[src/rtl/alarm_display_sched.sv]
// Display scan and blink controller for the alarm clock's 4-digit 7-segment display.
// One segment bus is time-shared across the digits; an alarm shows a blinking "UPUP" message.
module alarm_display_sched #(
  parameter int SCAN_DIV      = 4,
  parameter int BLINK_DIV     = 8,
  parameter int ALARM_TIMEOUT = 4
) (
  input  logic        clk,
  input  logic        reset,
  input  logic [27:0] time_segs,
  input  logic        alarm_req,
  input  logic        dismiss,
  output logic [6:0]  seg,
  output logic [3:0]  digit_en,
  output logic        alarm_active
);
  // state     | meaning
  // NORMAL    | time patterns scanned out
  // ALARM_ON  | "UPUP" message lit
  // ALARM_OFF | blank half of the blink
  typedef enum logic [1:0] {NORMAL, ALARM_ON, ALARM_OFF} state_t;

  localparam int SW = (SCAN_DIV > 1) ? $clog2(SCAN_DIV) : 1;
  localparam int BW = (BLINK_DIV > 1) ? $clog2(BLINK_DIV) : 1;
  localparam int PW = (ALARM_TIMEOUT > 1) ? $clog2(ALARM_TIMEOUT) : 1;
  localparam logic [6:0] SEG_U = 7'b0111110;
  localparam logic [6:0] SEG_P = 7'b1100111;

  state_t        state, state_nxt;
  logic [SW-1:0] scan_cnt;
  logic [1:0]    idx;
  logic [BW-1:0] blink_cnt, blink_nxt;
  logic [PW-1:0] pair_cnt, pair_nxt;
  logic [6:0]    seg_nxt;
  logic          blink_tc;

  assign blink_tc = (blink_cnt == BW'(BLINK_DIV - 1));

  always_comb begin
    state_nxt = state;
    blink_nxt = blink_cnt;
    pair_nxt  = pair_cnt;
    case (state)
      NORMAL: begin
        if (alarm_req && !dismiss) begin
          state_nxt = ALARM_ON;
          blink_nxt = '0;
          pair_nxt  = '0;
        end
      end
      ALARM_ON, ALARM_OFF: begin
        if (dismiss) begin
          state_nxt = NORMAL;
          blink_nxt = '0;
          pair_nxt  = '0;
        end else if (alarm_req) begin
          state_nxt = ALARM_ON;
          blink_nxt = '0;
          pair_nxt  = '0;
        end else if (blink_tc) begin
          blink_nxt = '0;
          if (state == ALARM_ON) begin
            state_nxt = ALARM_OFF;
          end else if (pair_cnt == PW'(ALARM_TIMEOUT - 1)) begin
            state_nxt = NORMAL;
            pair_nxt  = '0;
          end else begin
            state_nxt = ALARM_ON;
            pair_nxt  = pair_cnt + PW'(1);
          end
        end else begin
          blink_nxt = blink_cnt + BW'(1);
        end
      end
      default: state_nxt = NORMAL;
    endcase
  end

  // Pattern follows the state being entered so seg and alarm_active switch on the same edge.
  always_comb begin
    seg_nxt = 7'b0000000;
    case (state_nxt)
      NORMAL:   seg_nxt = time_segs[7*idx +: 7];
      ALARM_ON: seg_nxt = idx[0] ? SEG_U : SEG_P;
      default:  seg_nxt = 7'b0000000;
    endcase
  end

  always_ff @(posedge clk or posedge reset) begin
    if (reset) begin
      state        <= NORMAL;
      scan_cnt     <= '0;
      idx          <= 2'd0;
      blink_cnt    <= '0;
      pair_cnt     <= '0;
      seg          <= 7'b0000000;
      digit_en     <= 4'b0001;
      alarm_active <= 1'b0;
    end else begin
      state     <= state_nxt;
      blink_cnt <= blink_nxt;
      pair_cnt  <= pair_nxt;
      if (scan_cnt == SW'(SCAN_DIV - 1)) begin
        scan_cnt <= '0;
        idx      <= idx + 2'd1;
      end else begin
        scan_cnt <= scan_cnt + SW'(1);
      end
      seg          <= seg_nxt;
      digit_en     <= 4'b0001 << idx;
      alarm_active <= (state_nxt != NORMAL);
    end
  end
endmodule

[config.mk]
export PLATFORM = sky130hd
export DESIGN_NAME = alarm_display_sched
export DESIGN_NICKNAME = d
export VERILOG_FILES = /design/src/rtl/alarm_display_sched.sv
export SDC_FILE = /design/constraint.sdc
export NUM_CORES = 1
export LEC_CHECK = 0
export ABC_AREA = 1
export BUFFER_PORTS_ARGS = -buffer_cell sky130_fd_sc_hd__buf_2
export CAP_MARGIN = 25
export CORE_MARGIN = 3
export CORE_UTILIZATION = 50
export DETAILED_ROUTE_END_ITERATION = 10
export HOLD_SLACK_MARGIN = 0.02
export PLACE_DENSITY = 0.79
export REMOVE_ABC_BUFFERS = 1
export SLEW_MARGIN = 30
export SYNTH_ARGS = -nofsm -noshare
export SYNTH_HDL_FRONTEND = slang
export SYNTH_SLANG_ARGS = --single-unit
[constraint.sdc]
create_clock -name clk -period 3.05 [get_ports clk]
set_input_delay 0.1525 -clock clk [delete_from_list [all_inputs] [get_ports clk]]
set_output_delay 0.1525 -clock clk [all_outputs]
set_load 0.005 [all_outputs]
# Yosys cells after proc, flatten, opt, wreduce, memory -nomap -nowiden
# Index checks and enable logic that the tools add are counted.
[word_totals] regBits=23 input_bits=32 out_inout_bits=12 word_cells=55
[op_classes] n_addsub=4 multipliers=1 n_eq_ne=9 n_shift=2 muxes=22 reduce_logical=9
[ops] op="$shiftx A28 B6 Y7" count=1
[ops] op="$mux W2" count=12
[ops] op="$pmux W7 S2" count=1
[ops] op="$mux W3" count=4
[ops] op="$ne A4 B4 Y1 const B" count=2
[ops] op="$pmux W2 S2" count=2
[ops] op="$mux W7" count=1
[ops] op="$add A2 B1 Y2 const B" count=3
[ops] op="$eq A2 B2 Y1 const B" count=3
[ops] op="$pmux W3 S2" count=1
[ops] op="$mul A3 B2 Y5 const A" count=1
[ops] op="$eq A2 B1 Y1 const B" count=2
[ops] op="$logic_not A2 Y1" count=2
[ops] op="$reduce_and A4 Y1" count=1
[ops] op="$reduce_bool A2 Y1" count=2
[ops] op="$shl A1 B2 Y4 const A" count=1
[ops] op="$add A3 B1 Y3 const B" count=1
[ops] op="$eq A3 B3 Y1 const B" count=1
[ops] op="$ne A2 B2 Y1 const B" count=1
[ops] op="$reduce_and A2 Y1" count=1
[ops] op="$reduce_or A2 Y1" count=1
[ops] op="$logic_and A1 B1 Y1" count=1
[ops] op="$logic_not A1 Y1" count=1
[ops] op="$mux W1" count=1

# Logic depth before layout (Yosys ltp)
# Gate-level depths: netlist of run 1.
[logic_depth] word_depth=9 depth_mapped=10 depth_no_buf=10

# Least setup slack after synthesis of run 1
# OpenSTA, ideal clock, no wires.
[synth_timing] kind="reg2reg" startpoint="register blink_cnt[0]" endpoint="register seg[1]" setup_ps=77 arrival_time_ps=1317 required_time_ps=2973 path_slack_ps=1656 path_stages_with_launch=10 n_path_buf=0 period_less_slack_ps=1394 path_cell_list="dfrtp_1 > ha_1 > ha_1 > inv_2 > nand2_1 > nand2_1 > nor2_2 > o21ai_4 > inv_4 > a21oi_1"
[synth_between] elab_chain_len=7 word_cells_on_any_way=8 classes_between="eq/ne: 2; mux: 5; reduce/logical: 1"
[synth_lines] element="from (decl)" line_no="32" text="logic [BW-1:0] blink_cnt, blink_nxt;"
[synth_lines] element="from (signal assigned)" line_no="101" text="blink_cnt <= blink_nxt;"
[synth_lines] element="$eq A3 B3 Y1 *" line_no="37" text="assign blink_tc = (blink_cnt == BW'(BLINK_DIV - 1));"
[synth_lines] element="$mux W2 *" line_no="60" text="end else if (blink_tc) begin"
[synth_lines] element="$mux W2 *" line_no="56" text="end else if (alarm_req) begin"
[synth_lines] element="$mux W2 *" line_no="52" text="if (dismiss) begin"
[synth_lines] element="$pmux W2 S2 *" line_no="43" text="case (state)"
[synth_lines] element="net state_nxt[1]" line_no="29" text="state_t state, state_nxt;"
[synth_lines] element="$eq A2 B1 Y1 or $logic_not A2 Y1 (tied branches)" line_no="82" text="case (state_nxt)"
[synth_lines] element="$pmux W7 S2 *" line_no="82"
[synth_lines] element="net seg_nxt[1]" line_no="34" text="logic [6:0] seg_nxt;"
[synth_lines] element="to (signal assigned)" line_no="109" text="seg <= seg_nxt;"
[synth_lines] element="to (decl)" line_no="13" text="output logic [6:0] seg,"
# Mark *: on every way through the listed nets, which the timed path passes. The rest lies on a longest branch.
# A chain may end at the register's enable or synchronous reset.

# Final worst setup path of run 1
[layout_timing] startpoint="register idx[0]" endpoint="register seg[6]"
[layout_between] elab_chain_len=3 word_cells_on_any_way=4 classes_between="mul: 1; shift: 1; mux: 2"
[layout_lines] element="from (decl)" line_no="31" text="logic [1:0] idx;"
[layout_lines] element="from (signal assigned)" line_no="105" text="idx <= idx + 2'd1;"
[layout_lines] element="$mul A3 B2 Y5" line_no="83" text="NORMAL: seg_nxt = time_segs[7*idx +: 7];"
[layout_lines] element="$shiftx A28 B6 Y7" line_no="83"
[layout_lines] element="$pmux W7 S2 *" line_no="82"
[layout_lines] element="net seg_nxt[6]" line_no="34"
# Marks and branches as above.

==> results of run 1 <==
through the flow:
| stage | area [sq um] | utilization, % |
|---|---|---|
| floorplan | 1280 | - |
| global placement | 1530 | 65.6 |
| detailed placement | 1530 | 65.6 |
| CTS | 1560 | 66.7 |
| global route | 1560 | 66.7 |
| finish | 1560 | 66.7 |
final cells by class:
type / count / area [sq um]
multi-input cells: 104 / 631
fillers: 221 / 779
repair buffers: 43 / 215
inverters: 19 / 76.3
flip-flops and latches: 23 / 577
clock buffers: 4 / 26.3
well taps: 28 / 35.0
layout by cell type (no fill, tap or decap), types with 7 or more instances in the layout:
cell type / instances
sky130_fd_sc_hd__nor2_1: 18
sky130_fd_sc_hd__nand2_1: 21
sky130_fd_sc_hd__inv_1: 11
sky130_fd_sc_hd__buf_2: 43
sky130_fd_sc_hd__o21ai_0: 11
sky130_fd_sc_hd__nand3_1: 7
sky130_fd_sc_hd__dfrtp_1: 22
sky130_fd_sc_hd__o21ai_1: 9
sky130_fd_sc_hd__ha_1: 12
sky130_fd_sc_hd__a21oi_1: 7
routing by layer:
layer	vias up	GRT usage, %	routed length (um)
met4	0	4.64	16
met5	-	0	0
li1	577	-	-
met3	2	2.94	131
met2	29	29.9	1290
met1	505	20.5	1120
sequential cells by signal, summed over array words and instances (netlist names):
register      cells
alarm_active      1
blink_cnt         3
digit_en          4
idx               2
pair_cnt          2
scan_cnt          2
seg               7
state             2
power by group through the flow:
stage	Combinational [uW]	Clock, uW	Sequential [uW]
3_5_place_dp	327	0	409
2_1_floorplan	215	0	412
5_1_grt	368	154	411
4_1_cts	328	142	402
3_3_place_gp	314	0	407
6_report	322	138	401
kinds of logic (layout without fill, tap and decap cells):
group / count (synthesis) / in the layout / synth area share, %
flip-flops: 23 / 23 / 44.0
adder cells (fa/ha/maj): 12 / 12 / 11.5
buffers and inverters: 22 / 66 / 7.92
AO/OA/AOI/OAI: 34 / 34 / 15.2
AND/OR/NAND/NOR: 57 / 57 / 20.8
XOR/XNOR: 1 / 1 / 0.668
worst paths after layout:
kind	to	cells past startpoint	slack (ps)
worst min register to register	scan_cnt[0]	1	450
max in group asynchronous	idx[1]	2	2550
worst max-delay path	seg[6]	5	1390
worst max register to register	seg[6]	5	1390
worst min-delay path	state[0]	2	-10
min in group clk	seg[3]	5	240
critical path: stages, from the launching register on:
cell	delay (ps)
sky130_fd_sc_hd__dfrtp_1	780
sky130_fd_sc_hd__inv_2	260
sky130_fd_sc_hd__o21ai_0	240
sky130_fd_sc_hd__o22ai_1	120
sky130_fd_sc_hd__nand3_1	110
sky130_fd_sc_hd__nand2_1	60
==> run_results.csv, run 1 <==
group,metric,value,unit
outcome,run_status,"finished, violations left",
outcome,failed_checks,"hold timing",
sta,timing.final.ws_setup,1390,ps
synthesis,synthesized_instance_count,149,
synthesis,yosys_warnings,0,
synthesis,synth.distinct_cells,26,
power_and_ir_drop,peak_vdd_ir,0.341,mV
sta,worst_pin_slew,828,ps
clock_tree,cts_resized,0,
sta,timing.final.crit_period,1660,ps
route,viasPerCell,5.04,
finish,post_route_cells_drive_above_1_share,33.7,%
power_and_ir_drop,pwr_density_cell,552,nW/um^2
power_and_ir_drop,post-layout-total-power,861,uW
sta,rsz0062_at_grt,"no",
sta,fin_skew,2.75,ps
place,buffer_ports.inserted,43,
place,routabilityCongestion,0.857,
worst_setup_path,worst_ep_required_time,3260,ps
worst_setup_path,startpoint_type,"register",
global_route,number_of_global_route_vias_before_repair,1083,
synthesis,synthDominantCellAreaShare,42.0,%
synthesis,edff_count_synth,0,
power_and_ir_drop,internal_power,561,uW
synthesis,synth.cells.most_frequent,"sky130_fd_sc_hd__dfrtp_1 (22), sky130_fd_sc_hd__nand2_1 (21), sky130_fd_sc_hd__nor2_1 (18)",
synthesis,syn_area_per_cell,8.80,sq um
finish,area_growth_syn_to_layout,19.0,%
job,maxCapViolations,0,
die,initial_core_util,56.0,%
synthesis,synthMostInstantiatedCell,"sky130_fd_sc_hd__dfrtp_1",
synthesis,synthArstFlopShare,100,%
clock_tree,cts.htree.levels,1,
worst_setup_path,arrival,1870,ps
route,drt-initial-drc-count,11,
power_and_ir_drop,clock_power_share,16.1,%
worst_setup_path,worst_setup_path_startpoint,"idx[0]",
place,detailed_place_hpwl,2100,um
place,place.detailed.instances,217,
sta,finalHoldWorstSlack,-9.72,ps
die,fp.dieArea,3270,sq um
power_and_ir_drop,share_seq_of_total_power,46.6,%
power_and_ir_drop,swShare,34.9,%
worst_setup_path,critPathKind,"reg2reg",
route,detail_route.wl_per_cell,11.6,um
clock_tree,cts_tree,"done",
power_and_ir_drop,power.leakage,0.000837,uW
sta,final_min_period_over_clock_period,54.4,%
synthesis,synth_seq_area_share,44.0,%
clock_tree,cts_setup_buffers,0,
synthesis,yosys-top-cells-area,"sky130_fd_sc_hd__dfrtp_1 (42%), sky130_fd_sc_hd__ha_1 (11%), sky130_fd_sc_hd__nand2_1 (6.0%)",
worst_setup_path,crit_path_end_kind,"register",
synthesis,ffs_latches_synth,23,
clock_tree,clockRootBuffer,"sky130_fd_sc_hd__clkbuf_4",
die,dieWidth,57.2,um
die,core.rowCount,17,
hold_path,min_path_type,"in2async",
sta,tns,0,ps
synthesis,yosys_most_used_dff,"sky130_fd_sc_hd__dfrtp_1",
route,drc,0,
power_and_ir_drop,comb_power_share,37.4,%
finish,antenna_cells,0,
route,detail_route.first_pass.iterations,3,
clock_tree,clock_slew_at_reported_path_ffs,120,ps
route,final_antenna_net_count,0,
global_route,grt_overflow,0,
sta,max-slew-margin-rel,44.7,%
clock_tree,worst_skew_pair_latency,300,ps
global_route,grt_first_pass_wirelength,4400,um
die,floorplan.die.height,57.2,um
finish,fin_nets,238,
worst_setup_path,path_max_fanout,22,
route,detailroute.via_count,1113,
global_route,pin_count_of_the_biggest_net_entering_global_routing,24,
sta,fmax,603,MHz
sta,slew_viol_final,0,
sta,setup_viol_count_final,0,
clock_tree,number_of_buffers_on_the_longest_clock_path,2,
power_and_ir_drop,switching_power,300,uW
route,drt_wl_total,2560,um
clock_tree,clkSinkCount,23,
sta,final-hold-violation-count,22,
global_route,initial_antenna_violation_count,0,
place,dpl_worst_slack,1400,ps
synthesis,synthDominantAreaCellType,"sky130_fd_sc_hd__dfrtp_1",
clock_tree,number_of_buffers_inserted_for_hold_repair_after_clock_tree_synthesis,0,
clock_tree,tritoncts_buffers,3,
synthesis,synth_area,1310,sq um
finish,layout.cells.non_filler,221,
die,ioPinCount,44,
worst_setup_path,regToRegStartpoint,"idx[0]",
die,core_area,2340,sq um
global_route,grt_usage,16.7,%
No activity file was read; power rests on OpenSTA's default activity.
==> run 2: changes to the inputs <==
CORE_UTILIZATION = 45   (was 50)
PLACE_DENSITY = 0.75   (was 0.79)
clock period = 1.3 ns   (was 3.05 ns; I/O delays follow)
==> run 2 against run 1 <==
Against the previous run: the run ends with setup timing left; worst hold slack improved by 170 ps; fmax is 12% higher; power rose to 2.9 times the previous value; first-iteration DRC count increased to 5.1 times the previous value; sequential power up 140%; clock skew rose by 7.8 ps; sequential share of layout area shrank 5.6 points; combinational power grew to 3.8 times the previous value; via count is 8.3% higher; critical path depth grew 4; critical path type unchanged; critical endpoint is now seg[5]; highest routed layer unchanged.
==> run_results.csv, run 2 (synthesis results as in run 1) <==
group,metric,value,unit
outcome,run_status,"finished, violations left",
outcome,failed_checks,"setup timing",
worst_setup_path,cp_cell_sequence,"ha_2 > ha_4 > inv_4 > nand2_2 > nand2_2 > nor2_4 > o21ai_4 > inv_4 > a21oi_2",
sta,final-hold-violation-count,0,
route,final_antenna_net_count,0,
sta,setup_viol_count_final,13,
sta,timing.final.ws_setup,-185,ps
hold_path,min_path_type,"in2reg",
worst_setup_path,worst_setup_path_startpoint,"blink_cnt[0]",
clock_tree,cts_tree,"done",
clock_tree,tritoncts_buffers,3,
route,drc,0,
die,ioPinCount,44,
worst_setup_path,path_max_fanout,6,
finish,most_common_library_cell_in_the_layout_ignoring_fill_and_taps,"sky130_fd_sc_hd__buf_2",
job,maxCapViolations,0,
die,initial_core_util,50.2,%
global_route,grt_overflow,0,
power_and_ir_drop,post-layout-total-power,2490,uW
global_route,initial_antenna_violation_count,0,
die,floorplan.die.height,60.0,um
route,drt_wl_total,3230,um
finish,post_layout_utilization_of_the_core,70.6,%
place,place.detailed.instances,229,
worst_setup_path,startpoint_type,"register",
finish,largest_register_ff_count,7,
global_route,pin_count_of_the_biggest_net_entering_global_routing,16,
route,viasPerCell,5.02,
sta,max-slew-margin-rel,78.4,%
finish,fin_nets,255,
clock_tree,clock_slew_at_reported_path_ffs,120,ps
sta,fmax,673,MHz
worst_setup_path,regToRegStartpoint,"blink_cnt[0]",
worst_setup_path,arrival,1740,ps
sta,timing.final.crit_period,1480,ps
clock_tree,clockRootBuffer,"sky130_fd_sc_hd__clkbuf_4",
worst_setup_path,critPathKind,"reg2reg",
worst_setup_path,critical_path.slowest_cell,"sky130_fd_sc_hd__dfrtp_1",
die,core_area,2610,sq um
die,core.rowCount,18,
finish,reg.largest.list,"seg: 7 flops, digit_en: 4 flops, blink_cnt: 3 flops",
place,routabilityCongestion,0.799,
sta,final_min_period_over_clock_period,114,%
die,fp.dieArea,3600,sq um
worst_setup_path,worst_setup_path_endpoint,"seg[5]",
route,detail_route.wl_per_cell,13.5,um
worst_setup_path,worst_ep_required_time,1560,ps
sta,rsz0062_at_grt,"yes",
clock_tree,cts.htree.levels,1,
global_route,grt_first_pass_wirelength,4950,um
finish,max_flop_register,"seg",
sta,worst_pin_slew,323,ps
sta,fin_skew,10.5,ps
finish,area_growth_syn_to_layout,40.7,%
global_route,grt_usage,18.3,%
clock_tree,clkSinkCount,23,
worst_setup_path,regToRegEndpoint,"seg[5]",
finish,antenna_cells,0,
power_and_ir_drop,power.leakage,0.000945,uW
worst_setup_path,crit_path_end_kind,"register",
global_route,number_of_global_route_vias_before_repair,1168,
finish,multiInputGateArea,781,sq um
place,buffer_ports.inserted,43,
die,dieWidth,60.0,um
clock_tree,number_of_buffers_on_the_longest_clock_path,2,
sta,slew_viol_final,0,
worst_setup_path,worst-r2r-setup-slack,-180,ps
power_and_ir_drop,peak_vdd_ir,1.17,mV
sta,finalHoldWorstSlack,156,ps
finish,post_route_cells_drive_above_1_share,50.0,%
worst_setup_path,cp_max_stage_delay,410,ps
route,drt-initial-drc-count,56,
route,detail_route.first_pass.iterations,4,
finish,layout.cells.non_filler,240,
finish,n_fill_cell,199,
place,detailed_place_hpwl,2360,um
power_and_ir_drop,pwr_density_cell,1350,nW/um^2
worst_setup_path,timing.reg2reg.worst_path_depth,9,
route,detailroute.via_count,1205,
finish,seqCellArea,578,sq um
finish,layout_common_cells,"sky130_fd_sc_hd__buf_2 (43), sky130_fd_sc_hd__dfrtp_1 (21), sky130_fd_sc_hd__nor2_1 (17), sky130_fd_sc_hd__nand2_1 (15), sky130_fd_sc_hd__buf_4 (14)",
clock_tree,worst_skew_pair_latency,320,ps
## run 2: through the flow
step	setup slack (ps)	TNS, ps	instance area, sq um
after floorplan	-94.4	-891	1280
after CTS	-169	-1490	1750
after global placement	-194	-1770	1610
after detailed placement	-227	-2140	1610
final	-185	-1640	1850
after global routing	-254	-2720	1850
## run 2: cell type report
class | count | share of cell area [%]
clock buffer | 4 | 1.42
inverter | 19 | 4.41
multi-input combinational | 105 | 42.3
sequential | 23 | 31.3
tap | 30 | 2.03
timing repair buffer | 59 | 18.5
## run 2: critical path, delay by kind of cell, from the launching register on
| kind | cells | cell delay, ps |
|---|---|---|
| buffers and inverters | 2 | 140 |
| adder cells (fa/ha/maj) | 2 | 380 |
| AO/OA/AOI/OAI | 2 | 340 |
| flip-flops | 1 | 410 |
| AND/OR/NAND/NOR | 3 | 160 |
## run 2: repair_timing
item | in CTS | in global routing
setup endpoints to repair | 15 | 16
hold buffers | 1 | 0
hold endpoints to repair | 8 | 0
pin swaps | 8 | 12
resized for setup | 18 | 18
buffers inserted | 2 | 3
cloned | 1 | 0
## run 2: worst min path at each step
stage                 start           end  cells past startpoint
6_report       time_segs[4]        seg[4]                      5
3_5_place_dp          reset   digit_en[1]                      2
5_1_grt        time_segs[4]        seg[4]                      5
3_3_place_gp          reset   digit_en[1]                      2
2_1_floorplan         reset  alarm_active                      1
4_1_cts        time_segs[4]        seg[4]                      5
## run 2: where the power goes
group / total (uW) / switching (uW) / leakage [uW] / internal [uW]
clock network: 329 / 209 / 0.0000150 / 120
registers: 943 / 71.7 / 0.000287 / 871
logic: 1220 / 640 / 0.000642 / 582
total: 2490 / 920 / 0.000945 / 1570
## run 2: metal layers
layer	GRT usage, %	share of wire [%]	vias up
met5	0	0	-
met4	5.70	1.3	0
met3	1.94	5.3	5
met2	32.1	50	50
met1	23.5	43	538
li1	-	-	612
==> run 3: changes to the inputs <==
RECOVER_POWER = 50   (was default)
==> run 3 against run 2 <==
Against the previous run: the flow still finishes with violations (setup timing); sequential power about the same; global-route usage unchanged; via count is 0.25% lower; routed wire length down 0.31%; worst setup slack lost 4.3 ps; largest cell class unchanged; largest power group unchanged; highest routed layer unchanged.
==> run_results.csv, run 3 (synthesis results as in run 1) <==
group,metric,value,unit
worst_setup_path,path_max_fanout,6,
place,placement.cell_area,1610,sq um
sta,final_min_period_over_clock_period,115,%
finish,area_growth_syn_to_layout,40.6,%
sta,finalHoldWorstSlack,160,ps
sta,max-slew-margin-rel,74.7,%
global_route,grt_usage,18.3,%
worst_setup_path,worst-r2r-setup-slack,-190,ps
power_and_ir_drop,power.leakage,0.000944,uW
worst_setup_path,crit_path_end_kind,"register",
die,core_area,2610,sq um
worst_setup_path,worst_ep_required_time,1550,ps
finish,multiInputGateArea,781,sq um
hold_path,holdCritStartpoint,"time_segs[4]",
die,fp.dieArea,3600,sq um
route,viasPerCell,5.01,
global_route,number_of_global_route_vias_before_repair,1168,
route,drt_wl_total,3220,um
clock_tree,worst_skew_pair_latency,310,ps
outcome,failed_checks,"setup timing",
hold_path,hold-path-cell-count,5,
worst_setup_path,timing.reg2reg.worst_path_depth,9,
worst_setup_path,regToRegEndpoint,"seg[5]",
finish,reg.largest.list,"seg: 7 flops, digit_en: 4 flops, blink_cnt: 3 flops",
finish,antenna_cells,0,
worst_setup_path,cp_top_family,"flip-flops",
hold_path,hold_crit_endpoint,"seg[4]",
die,initial_core_util,50.2,%
worst_setup_path,regToRegStartpoint,"blink_cnt[0]",
sta,fin_skew,8.47,ps
finish,layout_common_cells,"sky130_fd_sc_hd__buf_2 (43), sky130_fd_sc_hd__dfrtp_1 (21), sky130_fd_sc_hd__nor2_1 (17), sky130_fd_sc_hd__nand2_1 (15), sky130_fd_sc_hd__buf_4 (13)",
sta,timing.final.ws_setup,-189,ps
clock_tree,number_of_buffers_on_the_longest_clock_path,2,
hold_path,min_path_type,"in2reg",
power_and_ir_drop,pwr_density_cell,1350,nW/um^2
outcome,run_status,"finished, violations left",
finish,fin_nets,255,
finish,seqCellArea,578,sq um
route,detail_route.wl_per_cell,13.4,um
route,drt-initial-drc-count,56,
global_route,pin_count_of_the_biggest_net_entering_global_routing,16,
worst_setup_path,critPathKind,"reg2reg",
finish,most_common_library_cell_in_the_layout_ignoring_fill_and_taps,"sky130_fd_sc_hd__buf_2",
sta,fmax,672,MHz
die,floorplan.die.height,60.0,um
route,detailroute.via_count,1202,
finish,n_fill_cell,198,
place,routabilityCongestion,0.799,
worst_setup_path,worstPathBufferInverterCount,2,
clock_tree,cts.htree.levels,1,
sta,rsz0062_at_grt,"yes",
global_route,grt_first_pass_wirelength,4950,um
route,drc,0,
worst_setup_path,startpoint_type,"register",
finish,largest_register_ff_count,7,
global_route,initial_antenna_violation_count,0,
worst_setup_path,cp_cell_sequence,"ha_2 > ha_4 > inv_4 > nand2_2 > nand2_2 > nor2_4 > o21ai_4 > inv_4 > a21oi_2",
worst_setup_path,cp_max_stage_delay,410,ps
finish,post_route_cells_drive_above_1_share,50.0,%
worst_setup_path,critical_path.slowest_cell,"sky130_fd_sc_hd__dfrtp_1",
sta,timing.final.crit_period,1490,ps
route,detail_route.first_pass.iterations,4,
global_route,grt_overflow,0,
clock_tree,clockRootBuffer,"sky130_fd_sc_hd__clkbuf_4",
die,core.rowCount,18,
route,final_antenna_net_count,0,
clock_tree,cts_tree,"done",
die,ioPinCount,44,
power_and_ir_drop,peak_vdd_ir,1.17,mV
place,dpl_worst_slack,-227,ps
sta,worst_pin_slew,379,ps
finish,max_flop_register,"seg",
job,maxCapViolations,0,
clock_tree,tritoncts_buffers,3,
die,dieWidth,60.0,um
clock_tree,clkSinkCount,23,
clock_tree,clock_slew_at_reported_path_ffs,120,ps
place,detailed_place_hpwl,2360,um
finish,layout.cell_area.non_filler,1840,sq um
sta,final-hold-violation-count,0,
place,buffer_ports.inserted,43,
sta,setup_viol_count_final,13,
sta,slew_viol_final,0,
worst_setup_path,arrival,1740,ps
[run 3: metal layers]
metal / wire length (um) / GRT usage [%] / vias up
met1: 1390 / 23.5 / 539
met5: 0 / 0 / -
met2: 1620 / 32.1 / 44
li1: - / - / 612
met4: 53 / 5.70 / 0
met3: 160 / 1.94 / 7
[run 3: where the power goes]
part / switching [uW] / internal (uW) / total (uW) / leakage [uW]
clock network: 206 / 120 / 326 / 0.0000150
registers: 71.8 / 871 / 943 / 0.000287
logic: 640 / 581 / 1220 / 0.000642
total: 918 / 1570 / 2490 / 0.000944
[run 3: cell type report]
class                      instances  share of cell area [%]
multi-input combinational        105                    42.4
sequential                        23                    31.4
timing repair buffer              59                    18.4
inverter                          19                    4.41
tap                               30                    2.04
clock buffer                       4                    1.43
[run 3: through the flow]
| step | cells | power [uW] | setup TNS [ps] | util (%) |
|---|---|---|---|---|
| after floorplan | 146 | 1470 | -891 | - |
| after global placement | 229 | 1810 | -1770 | 61.7 |
| after detailed placement | 229 | 1850 | -2140 | 61.7 |
| after CTS | 237 | 2330 | -1490 | 66.8 |
| after global routing | 240 | 2670 | -2720 | 70.5 |
| final | 240 | 2490 | -1660 | 70.5 |
[run 3: worst max-delay path by stage]
stage                  from  endpoint  slack (ps)  cells past startpoint
2_1_floorplan  blink_cnt[0]    seg[1]         -90                      9
3_3_place_gp   blink_cnt[0]    seg[1]        -190                      9
3_5_place_dp   blink_cnt[0]    seg[5]        -230                      9
4_1_cts        blink_cnt[1]    seg[5]        -170                      9
5_1_grt        blink_cnt[0]    seg[3]        -250                      9
6_report       blink_cnt[0]    seg[5]        -190                      9
[run 3: worst register-to-register path: stages, from the launching register on]
cell                      delay (ps)
sky130_fd_sc_hd__dfrtp_1         410
sky130_fd_sc_hd__ha_2            210
sky130_fd_sc_hd__ha_4            170
sky130_fd_sc_hd__inv_4            60
sky130_fd_sc_hd__nand2_2          50
sky130_fd_sc_hd__nand2_2          70
sky130_fd_sc_hd__nor2_4           40
sky130_fd_sc_hd__o21ai_4         230
sky130_fd_sc_hd__inv_4            80
sky130_fd_sc_hd__a21oi_2         110
[run 3: what timing repair did]
action,CTS,global route
gates cloned,1,0
endpoints found under the setup margin,15,16
setup buffers,2,3
gates resized for setup,18,18
pin swaps,8,12
endpoints found under the hold margin,8,0
hold buffers,1,0
